==> src/rtl/mips_pkg.sv <==
// Shared definitions for the MIPS subset datapath controllers: opcode/funct
// constants, ALU control codes, mux encodings and the multicycle state set.
package mips_pkg;

  localparam logic [5:0] OP_RTYPE = 6'h00;
  localparam logic [5:0] OP_J     = 6'h02;
  localparam logic [5:0] OP_BEQ   = 6'h04;
  localparam logic [5:0] OP_ADDI  = 6'h08;
  localparam logic [5:0] OP_LW    = 6'h23;
  localparam logic [5:0] OP_SW    = 6'h2B;

  localparam logic [5:0] FN_ADD = 6'h20;
  localparam logic [5:0] FN_SUB = 6'h22;
  localparam logic [5:0] FN_AND = 6'h24;
  localparam logic [5:0] FN_OR  = 6'h25;
  localparam logic [5:0] FN_SLT = 6'h2A;

  localparam logic [2:0] ALU_ADD = 3'b010;
  localparam logic [2:0] ALU_SUB = 3'b110;
  localparam logic [2:0] ALU_AND = 3'b000;
  localparam logic [2:0] ALU_OR  = 3'b001;
  localparam logic [2:0] ALU_SLT = 3'b111;

  localparam logic [1:0] PC_SRC_ALU    = 2'b00;
  localparam logic [1:0] PC_SRC_ALUOUT = 2'b01;
  localparam logic [1:0] PC_SRC_JUMP   = 2'b10;

  localparam logic [1:0] SRCB_REG     = 2'b00;
  localparam logic [1:0] SRCB_FOUR    = 2'b01;
  localparam logic [1:0] SRCB_IMM     = 2'b10;
  localparam logic [1:0] SRCB_IMM_SH2 = 2'b11;

  typedef enum logic [3:0] {
    S_FETCH  = 4'd0,
    S_DECODE = 4'd1,
    S_MEMADR = 4'd2,
    S_MEMRD  = 4'd3,
    S_MEMWR  = 4'd4,
    S_MEMWB  = 4'd5,
    S_RDEXEC = 4'd6,
    S_RWB    = 4'd7,
    S_IEXEC  = 4'd8,
    S_IWB    = 4'd9,
    S_BRANCH = 4'd10,
    S_JUMP   = 4'd11
  } state_e;

endpackage

==> src/rtl/mips_mc_ctrl_if.sv <==
// Control bundle between the multicycle controller (master) and the datapath
// (slave): decoded IR fields and flags in, mux selects and strobes out.
interface mips_mc_ctrl_if #(parameter int OP_W = 6);

  logic [OP_W-1:0] opcode;
  logic [OP_W-1:0] funct;
  logic            zero;
  logic            mem_ready;

  logic            mem_req;
  logic            iord;
  logic            mem_write;
  logic            ir_write;
  logic            pc_write;
  logic            pc_write_cond;
  logic [1:0]      pc_src;
  logic            alu_src_a;
  logic [1:0]      alu_src_b;
  logic [2:0]      alu_ctrl;
  logic            reg_dst;
  logic            mem_to_reg;
  logic            reg_write;
  logic            illegal;
  logic [3:0]      state;

  modport master (
    input  opcode, funct, zero, mem_ready,
    output mem_req, iord, mem_write, ir_write, pc_write, pc_write_cond,
           pc_src, alu_src_a, alu_src_b, alu_ctrl, reg_dst, mem_to_reg,
           reg_write, illegal, state
  );

  modport slave (
    output opcode, funct, zero, mem_ready,
    input  mem_req, iord, mem_write, ir_write, pc_write, pc_write_cond,
           pc_src, alu_src_a, alu_src_b, alu_ctrl, reg_dst, mem_to_reg,
           reg_write, illegal, state
  );

endinterface

==> src/rtl/mips_alu_dec.sv <==
// R-type funct decoder: maps funct to an ALU control code and flags codes
// outside the supported subset. Shared with the single-cycle datapath.
module mips_alu_dec
  import mips_pkg::*;
#(
  parameter int OP_W = 6
) (
  input  logic [OP_W-1:0] funct,
  output logic [2:0]      alu_ctrl,
  output logic            valid
);

  always_comb begin
    alu_ctrl = ALU_ADD;
    valid    = 1'b1;
    case (funct)
      FN_ADD:  alu_ctrl = ALU_ADD;
      FN_SUB:  alu_ctrl = ALU_SUB;
      FN_AND:  alu_ctrl = ALU_AND;
      FN_OR:   alu_ctrl = ALU_OR;
      FN_SLT:  alu_ctrl = ALU_SLT;
      default: valid    = 1'b0;
    endcase
  end

endmodule

==> src/rtl/mips_mc_ctrl.sv <==
// Multicycle MIPS control FSM: steps each instruction through fetch, decode,
// execute, memory and write-back, stalling on the shared memory handshake.
module mips_mc_ctrl
  import mips_pkg::*;
#(
  parameter int OP_W = 6
) (
  input  logic           clk,
  input  logic           rst,
  mips_mc_ctrl_if.master bus
);

  state_e     state_q, state_d;
  logic       illegal_q, illegal_d;
  logic       is_store_q, is_store_d;
  logic [2:0] fn_ctrl;
  logic       fn_valid;

  mips_alu_dec #(.OP_W(OP_W)) u_alu_dec (
    .funct    (bus.funct),
    .alu_ctrl (fn_ctrl),
    .valid    (fn_valid)
  );

  always_ff @(posedge clk or negedge rst) begin
    if (!rst) begin
      state_q    <= S_FETCH;
      illegal_q  <= 1'b0;
      is_store_q <= 1'b0;
    end else begin
      state_q    <= state_d;
      illegal_q  <= illegal_d;
      is_store_q <= is_store_d;
    end
  end

  // Load vs store is latched in DECODE so the opcode is never looked at in MEMADR.
  always_comb begin
    state_d    = state_q;
    illegal_d  = 1'b0;
    is_store_d = is_store_q;

    bus.mem_req       = 1'b0;
    bus.iord          = 1'b0;
    bus.mem_write     = 1'b0;
    bus.ir_write      = 1'b0;
    bus.pc_write      = 1'b0;
    bus.pc_write_cond = 1'b0;
    bus.pc_src        = PC_SRC_ALU;
    bus.alu_src_a     = 1'b0;
    bus.alu_src_b     = SRCB_REG;
    bus.alu_ctrl      = ALU_AND;
    bus.reg_dst       = 1'b0;
    bus.mem_to_reg    = 1'b0;
    bus.reg_write     = 1'b0;

    case (state_q)
      S_FETCH: begin
        bus.mem_req   = 1'b1;
        bus.alu_src_b = SRCB_FOUR;
        bus.alu_ctrl  = ALU_ADD;
        bus.ir_write  = bus.mem_ready;
        bus.pc_write  = bus.mem_ready;
        if (bus.mem_ready) state_d = S_DECODE;
      end
      S_DECODE: begin
        bus.alu_src_b = SRCB_IMM_SH2;
        bus.alu_ctrl  = ALU_ADD;
        is_store_d    = (bus.opcode == OP_SW);
        case (bus.opcode)
          OP_LW, OP_SW: state_d = S_MEMADR;
          OP_RTYPE:     state_d = S_RDEXEC;
          OP_ADDI:      state_d = S_IEXEC;
          OP_BEQ:       state_d = S_BRANCH;
          OP_J:         state_d = S_JUMP;
          default: begin
            state_d   = S_FETCH;
            illegal_d = 1'b1;
          end
        endcase
      end
      S_MEMADR, S_IEXEC: begin
        bus.alu_src_a = 1'b1;
        bus.alu_src_b = SRCB_IMM;
        bus.alu_ctrl  = ALU_ADD;
        if (state_q == S_IEXEC) state_d = S_IWB;
        else                    state_d = is_store_q ? S_MEMWR : S_MEMRD;
      end
      S_MEMRD: begin
        bus.mem_req = 1'b1;
        bus.iord    = 1'b1;
        if (bus.mem_ready) state_d = S_MEMWB;
      end
      S_MEMWR: begin
        bus.mem_req   = 1'b1;
        bus.iord      = 1'b1;
        bus.mem_write = bus.mem_ready;
        if (bus.mem_ready) state_d = S_FETCH;
      end
      S_MEMWB: begin
        bus.reg_write  = 1'b1;
        bus.mem_to_reg = 1'b1;
        state_d        = S_FETCH;
      end
      // An unsupported funct still drives add but never reaches write-back.
      S_RDEXEC: begin
        bus.alu_src_a = 1'b1;
        bus.alu_ctrl  = fn_ctrl;
        if (fn_valid) begin
          state_d = S_RWB;
        end else begin
          state_d   = S_FETCH;
          illegal_d = 1'b1;
        end
      end
      S_RWB: begin
        bus.reg_write = 1'b1;
        bus.reg_dst   = 1'b1;
        state_d       = S_FETCH;
      end
      S_IWB: begin
        bus.reg_write = 1'b1;
        state_d       = S_FETCH;
      end
      S_BRANCH: begin
        bus.alu_src_a     = 1'b1;
        bus.alu_ctrl      = ALU_SUB;
        bus.pc_write_cond = 1'b1;
        bus.pc_src        = PC_SRC_ALUOUT;
        state_d           = S_FETCH;
      end
      S_JUMP: begin
        bus.pc_write = 1'b1;
        bus.pc_src   = PC_SRC_JUMP;
        state_d      = S_FETCH;
      end
      default: state_d = S_FETCH;
    endcase
  end

  assign bus.illegal = illegal_q;
  assign bus.state   = state_q;

endmodule

==> src/flat_wrapper.sv <==
// flat-port wrapper written by rule: the top's interface ports become plain ports
module mips_mc_ctrl_flat import mips_pkg::*;
#(
  parameter int OP_W = 6
)
  (clk, rst, bus_opcode, bus_funct, bus_zero, bus_mem_ready, bus_mem_req, bus_iord, bus_mem_write, bus_ir_write, bus_pc_write, bus_pc_write_cond, bus_pc_src, bus_alu_src_a, bus_alu_src_b, bus_alu_ctrl, bus_reg_dst, bus_mem_to_reg, bus_reg_write, bus_illegal, bus_state);
  mips_mc_ctrl_if #(.OP_W(OP_W)) bus_i ();
  input  logic clk;
  input  logic rst;
  input wire logic [$bits(bus_i.opcode)-1:0] bus_opcode;
  input wire logic [$bits(bus_i.funct)-1:0] bus_funct;
  input wire logic [$bits(bus_i.zero)-1:0] bus_zero;
  input wire logic [$bits(bus_i.mem_ready)-1:0] bus_mem_ready;
  output wire logic [$bits(bus_i.mem_req)-1:0] bus_mem_req;
  output wire logic [$bits(bus_i.iord)-1:0] bus_iord;
  output wire logic [$bits(bus_i.mem_write)-1:0] bus_mem_write;
  output wire logic [$bits(bus_i.ir_write)-1:0] bus_ir_write;
  output wire logic [$bits(bus_i.pc_write)-1:0] bus_pc_write;
  output wire logic [$bits(bus_i.pc_write_cond)-1:0] bus_pc_write_cond;
  output wire logic [$bits(bus_i.pc_src)-1:0] bus_pc_src;
  output wire logic [$bits(bus_i.alu_src_a)-1:0] bus_alu_src_a;
  output wire logic [$bits(bus_i.alu_src_b)-1:0] bus_alu_src_b;
  output wire logic [$bits(bus_i.alu_ctrl)-1:0] bus_alu_ctrl;
  output wire logic [$bits(bus_i.reg_dst)-1:0] bus_reg_dst;
  output wire logic [$bits(bus_i.mem_to_reg)-1:0] bus_mem_to_reg;
  output wire logic [$bits(bus_i.reg_write)-1:0] bus_reg_write;
  output wire logic [$bits(bus_i.illegal)-1:0] bus_illegal;
  output wire logic [$bits(bus_i.state)-1:0] bus_state;
  assign bus_i.opcode = bus_opcode;
  assign bus_i.funct = bus_funct;
  assign bus_i.zero = bus_zero;
  assign bus_i.mem_ready = bus_mem_ready;
  assign bus_mem_req = bus_i.mem_req;
  assign bus_iord = bus_i.iord;
  assign bus_mem_write = bus_i.mem_write;
  assign bus_ir_write = bus_i.ir_write;
  assign bus_pc_write = bus_i.pc_write;
  assign bus_pc_write_cond = bus_i.pc_write_cond;
  assign bus_pc_src = bus_i.pc_src;
  assign bus_alu_src_a = bus_i.alu_src_a;
  assign bus_alu_src_b = bus_i.alu_src_b;
  assign bus_alu_ctrl = bus_i.alu_ctrl;
  assign bus_reg_dst = bus_i.reg_dst;
  assign bus_mem_to_reg = bus_i.mem_to_reg;
  assign bus_reg_write = bus_i.reg_write;
  assign bus_illegal = bus_i.illegal;
  assign bus_state = bus_i.state;
  mips_mc_ctrl #(.OP_W(OP_W)) u_core (.clk(clk), .rst(rst), .bus(bus_i));
endmodule
==> config.mk <==
export PLATFORM = sky130hd
export DESIGN_NAME = mips_mc_ctrl_flat
export DESIGN_NICKNAME = d
export VERILOG_FILES = /design/src/rtl/mips_pkg.sv /design/src/rtl/mips_mc_ctrl_if.sv /design/src/rtl/mips_alu_dec.sv /design/src/rtl/mips_mc_ctrl.sv /design/src/flat_wrapper.sv
export SDC_FILE = /design/constraint.sdc
export NUM_CORES = 1
export LEC_CHECK = 0
export ABC_AREA = 1
export ABC_CLOCK_PERIOD_IN_PS = 1100
export BUFFER_PORTS_ARGS = -buffer_cell sky130_fd_sc_hd__buf_4
export CORE_ASPECT_RATIO = 1.2
export CORE_MARGIN = 1
export CORE_UTILIZATION = 39
export CTS_BUF_LIST = sky130_fd_sc_hd__clkbuf_16
export CTS_CLUSTER_DIAMETER = 200
export CTS_CLUSTER_SIZE = 14
export DETAILED_ROUTE_END_ITERATION = 16
export HOLD_SLACK_MARGIN = 0.06
export PLACE_DENSITY = 0.71
export SKIP_CTS_REPAIR_TIMING = 1
export SLEW_MARGIN = 10
export SYNTH_ARGS = -nofsm -noshare
export SYNTH_HDL_FRONTEND = slang
export SYNTH_SLANG_ARGS = --single-unit
export TNS_END_PERCENT = 100
==> constraint.sdc <==
create_clock -name clk -period 1.1 [get_ports clk]
set_input_delay 0.165 -clock clk [delete_from_list [all_inputs] [get_ports clk]]
set_output_delay 0.165 -clock clk [all_outputs]
set_load 0.03 [all_outputs]
# Yosys cells after proc, flatten, opt, wreduce, memory -nomap -nowiden
# Index checks and enable logic that the tools add are counted.
# classes
eq_ne	24
mux	26
reduce_logical	12
# op_table
op	n
6-bit == test, second input constant	7
4-bit case mux with 6 select lines	1
4-bit case mux with 5 select lines	1
4-bit by 3-bit == test with 1-bit output, second input constant	4
4-bit == test, second input constant	4
4-bit two-way mux	4
1-bit two-way mux	12
3-bit case mux with 4 select lines	1
3-bit case mux with 3 select lines	1
4-bit by 2-bit == test with 1-bit output, second input constant	2
4-bit OR reduction	2
6-bit by 2-bit == test with 1-bit output, second input constant	1
6-bit by 3-bit == test with 1-bit output, second input constant	1
6-bit by 4-bit == test with 1-bit output, second input constant	1
6-bit zero test	1
3-bit two-way mux	2
2-bit != test, second input constant	3
2-bit case mux with 3 select lines	1
2-bit OR reduction	3
3-bit OR reduction	2
6-bit OR reduction	1
5-bit OR reduction	1
4-bit by 1-bit == test with 1-bit output, second input constant	1
4-bit zero test	1
other kinds (3)	4
# word_totals
reg_bits	6
word_cells	65
in_bits	16

# Logic depth before layout (Yosys ltp)
# Gate-level depths: netlist (run 1).
# depth
word_depth	5
mapped_depth	10
depth_no_buf	10

# Hierarchy
# From an unflattened synthesis (run 1), not the netlist that was laid out.
# unflattened
hier_cells	132
area_unflattened_um2	700.7
# modules_own_cells
mod	area_per_inst_um2	instances	seq_area_each_um2	cells_per_inst
mips_mc_ctrl	581.8	1	150.1	104
mips_alu_dec	118.9	1	0.0	28

# Worst setup path after synthesis (run 1)
# OpenSTA, ideal clock, no wires.
# synth_path
path_kind	register to output
startpoint	reg u_core.state_q[1], in the netlist u_core.bus.state[1]
endpoint	out bus_alu_src_a
required_time_ps	935
path_stages_with_launch	7
slack_ps	-824
arrival_ps	1759
path_cell_list	dfrtp_1 > inv_2 > nor2_2 > inv_1 > nor2_1 > inv_1 > nand3_1
# synth_via
elab_chain_len	3
word_cells_on_any_way	6
classes_between	eq/ne: 4; mux: 1; reduce/logical: 1
# synth_lines
item	line	text
start: declaration	mips_mc_ctrl.sv:13	state_e state_q, state_d;
start signal: assignment	mips_mc_ctrl.sv:31	state_q <= state_d;
4-bit == test, or another cell as far along	mips_mc_ctrl.sv:57	case (state_q)
4-bit OR reduction (no source line) *	n/a	
1-bit two-way mux *	mips_mc_ctrl.sv:57	
end: declaration	flat_wrapper.sv:21	output wire logic [$bits(bus_i.alu_src_a)-1:0] bus_alu_src_a;
# Every way passes the cells marked *; elsewhere a longest branch is shown, timed or not.

# Final worst setup path (run 1)
# layout_path
startpoint	reg u_core.state_q[1], in the netlist u_core.bus.state[1]
endpoint	out bus_alu_ctrl[1]
# layout_via
elab_chain_len	3
word_cells_on_any_way	8
classes_between	eq/ne: 5; mux: 1; reduce/logical: 2
# layout_lines
item	line	text
4-bit by 1-bit == test with 1-bit output, or another cell as far along	mips_mc_ctrl.sv:57	
4-bit OR reduction (no source line)	n/a	
3-bit case mux with 3 select lines *	mips_mc_ctrl.sv:57	
end: declaration	flat_wrapper.sv:23	output wire logic [$bits(bus_i.alu_ctrl)-1:0] bus_alu_ctrl;
# Marks and branches as above.

==> metrics.cfg, run 1 <==
[run_status]
status=finished with violations
violations=setup timing

[floorplan]
initial_core_util_pct=42.5
fp.dieH_um=48.6
dieArea_um2=1990
fp.dieW_um=40.9
core_area_um2=1660
rows=16
pin_count=38

[sta]
timing.setup.tns_ns=-7.84
period_minus_slack_ns=1.62
holdWs_ns=0.280
fin_skew_ns=0.00219
hold_viol_final=0
fin_crit_sh_pct=147
fmax_mhz=617
rsz0062_at_grt=yes
finalSetupViolations=23
slew_violations=0
worst_pin_slew_ns=0.317
setup_slack_ns=-0.520
relSlewSlack_pct=78.8

[worst_setup_path]
cp_data_arrival_time_ns=1.45
max_stage_delay_ns=0.43
cp.depth=7
path_buf_inv=3
ff2ff_path_depth=10
worstPathRequired_ns=0.94
worst_setup_path_start_kind=flop
worstPathCellList=inv_2 -> nor2_4 -> nand2_1 -> inv_2 -> a21oi_2 -> nand4_1 -> buf_6
worstPathMaxFanout=5
crit_path_top_delay_cell=dfrtp_2
critPathTopFamily=flip-flops
crit_top_cell=inv_2
cp-end-kind=output port
critical_path_class=flop to output port

[cts]
root_buffer=clkbuf_16
clkSinkCount=6
numCtsBuffers=3
cts_max_path_buffers=2
clk_transition_reported_paths_ns=0.04
clkLatencyLatePin_ns=0.23
cts_max_level=1
cts_tree=built

[flow_run]
cap_violations=0

[logic_synthesis]
synth_area_leaders=dfrtp_1 21%, nand2_1 15%, nor2_1 11%
synth_cells=121
netlist.area_leader.share_pct=21.2
synth_top_area_cell=dfrtp_1
ys_types=20
netlist_area_um2=707
ys_seq_area_share_pct=21.2
synth_seq_cells=6
avgSynthCellArea_um2=5.84
synth_fp_nets=137
yosysWarningCount=0

[routing]
firstDrtPassIters=4
vias=972
drt_iter0_markers=19
routed_via_density=4.93
drt-total-wl_mm=2.34
drc=0
drtAntennaViolNets=0
wl_per_cell_um=11.9

[global_route]
grt_pass1_wl_mm=3.47
grt_pass1_vias=873
track_usage_pct=24.8
antenna_found_initial=0
grt_start_max_net_pins=7
grt-ovfl-total=0

[hold_path]
min_path_type=primary input to asynchronous set/reset pin

[finish]
multi_input_area_um2=576
area_delta_synth_final_pct=96.8
stdcell_count=197
num-fill-cells=96
seq_area_um2=155
n_antenna_cell=0
final_layout_size_suffix_gt1_share_pct=59.8
nNetsFinal=196

[placement]
dp_cells=191
place.gp.congestion=0.783
io_buffer_count=36
hpwl_mm=1.73

[power_and_ir_drop]
power.switching_w=0.00151
clkPwrFrac_pct=19.5
max-vdd-ir-drop_v=0.00139
p_seq_share_pct=13.3
p_leak_nw=0.725
p_int_w=0.00161
comb_power_share_pct=67.2
p_sw_share_pct=48.4
power_density_nw_per_um2=2240

[cell families (layout without fill, tap and decap cells)]
family          count (synthesis)  count (layout)  synth area share, %
compound gates                 11              11                 8.50
buf+inv                        23              81                 12.7
simple gates                   81              81                 57.5
flops                           6               6                 21.2
[routing by layer]
metal / wire (um) / GRT usage, % / part of all wire [%]
met1: 974 / 31.7 / 42
met2: 1250 / 39.8 / 54
met3: 82 / 2.29 / 3.5
met4: 27 / 10.6 / 1.2
met5: 0 / 0 / 0
[power by group through the flow]
| stage | Clock, W | Sequential [W] | Combinational [W] |
|---|---|---|---|
| 4_1_cts | 0.000609 | 0.000385 | 0.00190 |
| 3_5_place_dp | 0 | 0.000387 | 0.00189 |
| 5_1_grt | 0.000623 | 0.000430 | 0.00226 |
| 3_3_place_gp | 0 | 0.000385 | 0.00186 |
| 2_1_floorplan | 0 | 0.000504 | 0.00109 |
| 6_report | 0.000608 | 0.000416 | 0.00210 |
[state kept, by name, summed over array words and instances, names as in the netlist]
signal              count
u_core.bus.state        4
u_core.bus.illegal      1
u_core.is_store_q       1
[final timing paths]
| path | startpoint | end | slack (ns) |
|---|---|---|---|
| max in group asynchronous | rst | u_core.bus.state[2] | 0.69 |
| worst max-delay path | u_core.bus.state[1] | bus_alu_ctrl[1] | -0.52 |
| min in group clk | bus_opcode[4] | u_core.is_store_q | 0.30 |
| worst min register to register | u_core.is_store_q | u_core.is_store_q | 0.55 |
| worst min-delay path | rst | u_core.bus.state[0] | 0.28 |
| worst max register to register | u_core.bus.state[1] | u_core.bus.state[2] | -0.29 |
[cells in the final DEF (no fill, tap or decap), types with 2 or more instances in the layout]
master / n
dfrtp_2: 4
nand3_1: 9
nand2_2: 7
inv_1: 10
a21oi_1: 2
nand4_1: 3
buf_6: 15
nor2_2: 5
dfrtp_1: 2
nor2_1: 14
o21ai_1: 3
buf_4: 39
nand3b_1: 2
nor2_4: 11
a21oi_2: 2
inv_4: 2
inv_2: 11
clkbuf_16: 3
nand2_1: 24
[cell type report]
class	count	share of cell area, %
Multi-Input combinational cell	92	41.4
Tap cell	18	1.62
Timing Repair Buffer	55	33.9
Sequential cell	6	11.2
Clock buffer	3	5.40
Clock inverter	1	0.270
Inverter	22	6.29
[synthesized netlist by cell type]
cell type,count
a21oi_1,4
inv_2,8
inv_1,14
o21ai_1,3
nand2_1,28
nor3_2,2
nand3_4,1
o22ai_1,1
nor2_2,6
a21oi_2,1
nor2_4,3
nor2_1,21
nand4_1,3
buf_4,1
o21ai_0,2
nand3b_1,2
dfrtp_1,6
nand3_1,10
nor3_1,1
nand2_2,4
[worst reg2reg max path: stages (launching register included)]
cell	delay [ns]
dfrtp_2	0.40
inv_2	0.06
buf_4	0.14
nand2_2	0.13
nor2_4	0.06
inv_2	0.10
nor2_2	0.04
a21oi_1	0.13
nand3_1	0.10
nand2_1	0.06
nand2_1	0.05
[stage by stage]
stage / worst slack [ns] / utilization (%) / area [um^2] / total power (W)
6_report: -0.520 / 83.7 / 1390 / 0.00312
5_1_grt: -0.581 / 83.7 / 1390 / 0.00331
4_1_cts: -0.494 / 76.7 / 1270 / 0.00290
3_5_place_dp: -0.252 / 72.0 / 1200 / 0.00227
3_3_place_gp: -0.238 / 72.0 / 1200 / 0.00225
2_1_floorplan: -0.346 / - / 783 / 0.00159
(Power assumes the default switching activity.)
==> run 2, diff against run 1 <==
--- a/config.mk
+++ b/config.mk
@@ -16,7 +16,7 @@
 export CTS_CLUSTER_SIZE = 14
 export DETAILED_ROUTE_END_ITERATION = 16
 export HOLD_SLACK_MARGIN = 0.06
-export PLACE_DENSITY = 0.71
+export PLACE_DENSITY = 0.76
 export SKIP_CTS_REPAIR_TIMING = 1
 export SLEW_MARGIN = 10
 export SYNTH_ARGS = -nofsm -noshare
==> run 2 against run 1 <==
The flow still finishes with violations (setup timing). Sequential power is essentially flat. Combinational power up 23%. Maximum frequency is 0.74% lower. Global-route usage is 2.7 points higher. Critical endpoint unchanged. Largest power group unchanged.
==> metrics.cfg, run 2 (same netlist as run 1, synthesis figures left out) <==
[worst_setup_path]
worst_setup_path_start_kind=flop  ; unchanged
critical_path_class=flop to output port  ; unchanged
cp_data_arrival_time_ns=1.47  ; was 1.45 ns
worstPathMaxFanout=4  ; was 5
cp-end-kind=output port  ; unchanged
worstPathRequired_ns=0.94  ; about the same

[cts]
cts_max_level=1  ; unchanged
cts_tree=built  ; unchanged
clkLatencyLatePin_ns=0.23  ; about the same
root_buffer=clkbuf_16  ; unchanged
clkSinkCount=6  ; unchanged
numCtsBuffers=3  ; unchanged
clk_transition_reported_paths_ns=0.04  ; about the same
cts_max_path_buffers=2  ; unchanged

[floorplan]
fp.dieH_um=48.6  ; unchanged
pin_count=38  ; unchanged
fp.dieW_um=40.9  ; unchanged
core_area_um2=1660  ; unchanged
rows=16  ; unchanged
initial_core_util_pct=42.5  ; unchanged
dieArea_um2=1990  ; unchanged

[hold_path]
min_path_type=primary input to asynchronous set/reset pin  ; unchanged

[global_route]
grt_start_max_net_pins=7  ; unchanged
antenna_found_initial=0  ; unchanged
grt-ovfl-total=0  ; unchanged
grt_pass1_vias=941  ; was 873
grt_pass1_wl_mm=3.86  ; was 3.47 mm
track_usage_pct=27.4  ; was 24.8%

[sta]
period_minus_slack_ns=1.63  ; was 1.62 ns
relSlewSlack_pct=76.9  ; was 78.8%
finalSetupViolations=26  ; was 23
fmax_mhz=613  ; was 617 MHz
fin_crit_sh_pct=148  ; was 147%
slew_violations=0  ; unchanged
fin_skew_ns=0.000195  ; was 0.00219 ns
setup_slack_ns=-0.532  ; was -0.520 ns
hold_viol_final=0  ; unchanged
worst_pin_slew_ns=0.346  ; was 0.317 ns
rsz0062_at_grt=yes  ; unchanged

[routing]
firstDrtPassIters=4  ; unchanged
drtAntennaViolNets=0  ; unchanged
wl_per_cell_um=18.1  ; was 11.9 um
routed_via_density=5.50  ; was 4.93
vias=1134  ; was 972
drc=0  ; unchanged
drt_iter0_markers=23  ; was 19
drt-total-wl_mm=3.73  ; was 2.34 mm

[run_status]
violations=setup timing  ; unchanged
status=finished with violations  ; unchanged

[finish]
seq_area_um2=155  ; unchanged
utilization_pct=91.0  ; was 83.7%
nNetsFinal=205  ; was 196
n_antenna_cell=0  ; unchanged
multi_input_area_um2=616  ; was 576 um^2
final_layout_size_suffix_gt1_share_pct=65.4  ; was 59.8%
layout_commonest_cell=buf_4  ; unchanged
largest_register_ffs=4  ; unchanged
mostFrequentLayoutCells=44 x buf_4, 21 x nand2_1, 19 x buf_6  ; was 39 x buf_4, 24 x nand2_1, 15 x buf_6
area_delta_synth_final_pct=114  ; was 96.8%
num-fill-cells=64  ; was 96

[placement]
pre_cts_ws_ns=-0.275  ; was -0.252 ns
hpwl_mm=1.97  ; was 1.73 mm
place.gp.congestion=0.767  ; was 0.783
io_buffer_count=36  ; unchanged

[power_and_ir_drop]
max-vdd-ir-drop_v=0.00212  ; was 0.00139 V
finalPower_w=0.00362  ; was 0.00312 W
power_density_nw_per_um2=2400  ; was 2240 nW/um^2
p_leak_nw=0.785  ; was 0.725 nW

[flow_run]
cap_violations=0  ; unchanged

run 2: stage by stage:
step / hold slack, ns / setup TNS, ns / area, um^2 / std cells
after floorplan: -0.131 / -4.46 / 783 / 121
after detailed placement: -0.0201 / -3.72 / 1200 / 192
after CTS: -0.261 / -8.04 / 1280 / 196
after global routing: 0.323 / -9.90 / 1510 / 206
final: 0.291 / -8.86 / 1510 / 206
after global placement: -0.0223 / -2.93 / 1200 / 192
run 2: worst paths after layout:
path                                           from                  end  slack (ns)  cells past startpoint
worst max-delay path            u_core.bus.state[2]      bus_alu_ctrl[1]       -0.53                      7
worst min-delay path                            rst  u_core.bus.state[0]        0.29                      2
worst max register to register  u_core.bus.state[1]  u_core.bus.state[0]       -0.33                     11
worst min register to register    u_core.is_store_q    u_core.is_store_q        0.61                      2
max in group asynchronous                       rst  u_core.bus.state[1]        0.67                      2
min in group clk                      bus_opcode[4]    u_core.is_store_q        0.32                      4
run 2: cell type report:
cell class              instances  share of cell area, %
multi-input cells              92                   40.7
repair buffers                 64                   36.7
flip-flops and latches          6                   10.3
inverters                      22                   5.63
clock buffers                   3                   4.97
well taps                      18                   1.49
clock inverters                 1                  0.248
run 2: where the power goes:
| group | leakage (nW) | internal [W] | switching [W] |
|---|---|---|---|
| clock network | 0.0423 | 0.000473 | 0.000147 |
| logic | 0.670 | 0.00108 | 0.00151 |
| registers | 0.0723 | 0.000310 | 0.000106 |
| total | 0.785 | 0.00186 | 0.00177 |
run 2: critical path, stage by stage (launching register included):
cell and delay (ns):
dfrtp_2 0.43, buf_6 0.13, nor2_4 0.15, inv_4 0.07, nor2_4 0.11, inv_2 0.07, nand4_1 0.12, buf_6 0.15
run 2: metal layers:
layer	vias to the layer above	GRT usage (%)	wire length (um)	part of all wire, %
met5	-	0	0	0
met4	0	6.67	179	4.8
met3	15	4.13	267	7.2
met2	74	49.0	1920	52
met1	531	31.3	1360	36
li1	514	-	-	-
==> run 3, diff against run 2 <==
--- a/config.mk
+++ b/config.mk
@@ -8,7 +8,6 @@
 export ABC_AREA = 1
 export ABC_CLOCK_PERIOD_IN_PS = 1100
 export BUFFER_PORTS_ARGS = -buffer_cell sky130_fd_sc_hd__buf_4
-export CORE_ASPECT_RATIO = 1.2
 export CORE_MARGIN = 1
 export CORE_UTILIZATION = 39
 export CTS_BUF_LIST = sky130_fd_sc_hd__clkbuf_16
@@ -17,6 +16,7 @@
 export DETAILED_ROUTE_END_ITERATION = 16
 export HOLD_SLACK_MARGIN = 0.06
 export PLACE_DENSITY = 0.76
+export RECOVER_POWER = 100
 export SKIP_CTS_REPAIR_TIMING = 1
 export SLEW_MARGIN = 10
 export SYNTH_ARGS = -nofsm -noshare
==> run 3 against run 2 <==
The run still ends with setup timing left. Total power decreased by 4.8%. Maximum frequency about the same. Worst setup slack improved by 0.0014 ns. Register-to-register slack about the same. Global-route usage decreased by 3.0 points. Clock power about the same. Die area about the same. Via count decreased by 2.6%.
==> metrics.cfg, run 3 (same netlist as run 1, synthesis figures left out) <==
[floorplan]
fp.dieW_um=44.6  ; was 40.9 um
initial_core_util_pct=41.4  ; was 42.5%
pin_count=38  ; unchanged
dieArea_um2=1990  ; about the same
rows=15  ; was 16
core_area_um2=1710  ; was 1660 um^2
fp.dieH_um=44.6  ; was 48.6 um

[global_route]
grt_pass1_vias=850  ; was 941
grt_pass1_wl_mm=3.55  ; was 3.86 mm
grt-ovfl-total=0  ; unchanged
track_usage_pct=24.4  ; was 27.4%
antenna_found_initial=0  ; unchanged
grt_start_max_net_pins=7  ; unchanged

[routing]
vias=1105  ; was 1134
routed_via_density=5.24  ; was 5.50
wl_per_cell_um=15.1  ; was 18.1 um
drt_iter0_markers=39  ; was 23
drt-total-wl_mm=3.18  ; was 3.73 mm
firstDrtPassIters=4  ; unchanged
drc=0  ; unchanged
drtAntennaViolNets=0  ; unchanged

[sta]
slew_violations=0  ; unchanged
period_minus_slack_ns=1.63  ; about the same
holdWs_ns=0.305  ; was 0.291 ns
relSlewSlack_pct=72.8  ; was 76.9%
worst_pin_slew_ns=0.408  ; was 0.346 ns
hold_viol_final=0  ; unchanged
fin_crit_sh_pct=148  ; about the same
fmax_mhz=613  ; about the same
fin_skew_ns=0.00277  ; was 0.000195 ns
setup_slack_ns=-0.531  ; was -0.532 ns
timing.setup.tns_ns=-8.47  ; was -8.86 ns
rsz0062_at_grt=yes  ; unchanged
finalSetupViolations=25  ; was 26

[placement]
pre_cts_ws_ns=-0.291  ; was -0.275 ns
dp_cells=200  ; was 192
io_buffer_count=36  ; unchanged
place.gp.congestion=0.810  ; was 0.767
hpwl_mm=1.82  ; was 1.97 mm

[finish]
largest_register_ffs=4  ; unchanged
stdcell_count=211  ; was 206
area_delta_synth_final_pct=116  ; was 114%
mostFrequentLayoutCells=40 x buf_4, 21 x nand2_1, 19 x buf_6  ; was 44 x buf_4, 21 x nand2_1, 19 x buf_6
utilization_pct=89.2  ; was 91.0%
nNetsFinal=204  ; was 205
layout_commonest_cell=buf_4  ; unchanged
n_antenna_cell=0  ; unchanged
final_layout_size_suffix_gt1_share_pct=64.0  ; was 65.4%

[power_and_ir_drop]
p_leak_nw=0.784  ; was 0.785 nW
max-vdd-ir-drop_v=0.00175  ; was 0.00212 V
power_density_nw_per_um2=2270  ; was 2400 nW/um^2

[cts]
root_buffer=clkbuf_16  ; unchanged
cts_max_path_buffers=2  ; unchanged
numCtsBuffers=3  ; unchanged
cts_max_level=1  ; unchanged
clkLatencyLatePin_ns=0.23  ; about the same
clkSinkCount=6  ; unchanged
cts_tree=built  ; unchanged
clk_transition_reported_paths_ns=0.04  ; about the same

[worst_setup_path]
critical_path_class=flop to output port  ; unchanged
cp_data_arrival_time_ns=1.47  ; about the same
worstPathMaxFanout=5  ; was 4
cp-end-kind=output port  ; unchanged
worst_setup_path_start_kind=flop  ; unchanged
worstPathRequired_ns=0.94  ; about the same

[flow_run]
cap_violations=0  ; unchanged

[run_status]
status=finished with violations  ; unchanged
violations=setup timing  ; unchanged

[hold_path]
min_path_type=primary input to flop  ; was primary input to asynchronous set/reset pin

[run 3: routing by layer]
metal	GRT usage, %	vias to the layer above	share of wire [%]
met1	30.5	512	38
li1	-	516	-
met4	7.27	0	2.7
met2	42.9	65	53
met5	0	-	0
met3	3.67	12	6.2
[run 3: path summary, 6_finish.rpt]
kind                       cells past startpoint             endpoint  slack, ns                start
hold reg to reg                                2    u_core.is_store_q       0.59    u_core.is_store_q
setup reg to reg                               8   u_core.bus.illegal      -0.33  u_core.bus.state[0]
hold / removal                                 4    u_core.is_store_q       0.30        bus_opcode[4]
setup / recovery                               7      bus_alu_ctrl[1]      -0.53  u_core.bus.state[1]
max in group asynchronous                      2  u_core.bus.state[3]       0.41                  rst
min in group asynchronous                      2    u_core.is_store_q       0.38                  rst
[run 3: through the flow]
stage               power (W)  area, um^2
floorplan             0.00159         783
global placement      0.00227        1220
detailed placement    0.00230        1220
CTS                   0.00290        1290
global route          0.00360        1520
finish                0.00345        1520
[run 3: layout make-up]
cell class / count / area [um^2]
inverter: 22 / 90.1
tap: 25 / 31.3
multi-input combinational: 92 / 619
timing repair buffer: 63 / 553
clock buffer: 3 / 75.1
fill: 77 / 184
sequential: 6 / 155
[run 3: worst max-delay path, cell delays in order, from the launching register on]
cell     delay (ns)
dfrtp_2        0.46
inv_4          0.11
nor2_4         0.04
nand2_1        0.09
inv_2          0.06
a21oi_4        0.16
nand4_1        0.15
buf_6          0.17
[run 3: report_power, final]
group | leakage, nW | switching [W] | internal, W | total [W]
registers | 0.0723 | 0.000132 | 0.000309 | 0.000441
clock network | 0.0370 | 0.000149 | 0.000469 | 0.000619
logic | 0.675 | 0.00141 | 0.000985 | 0.00239
total | 0.784 | 0.00169 | 0.00176 | 0.00345
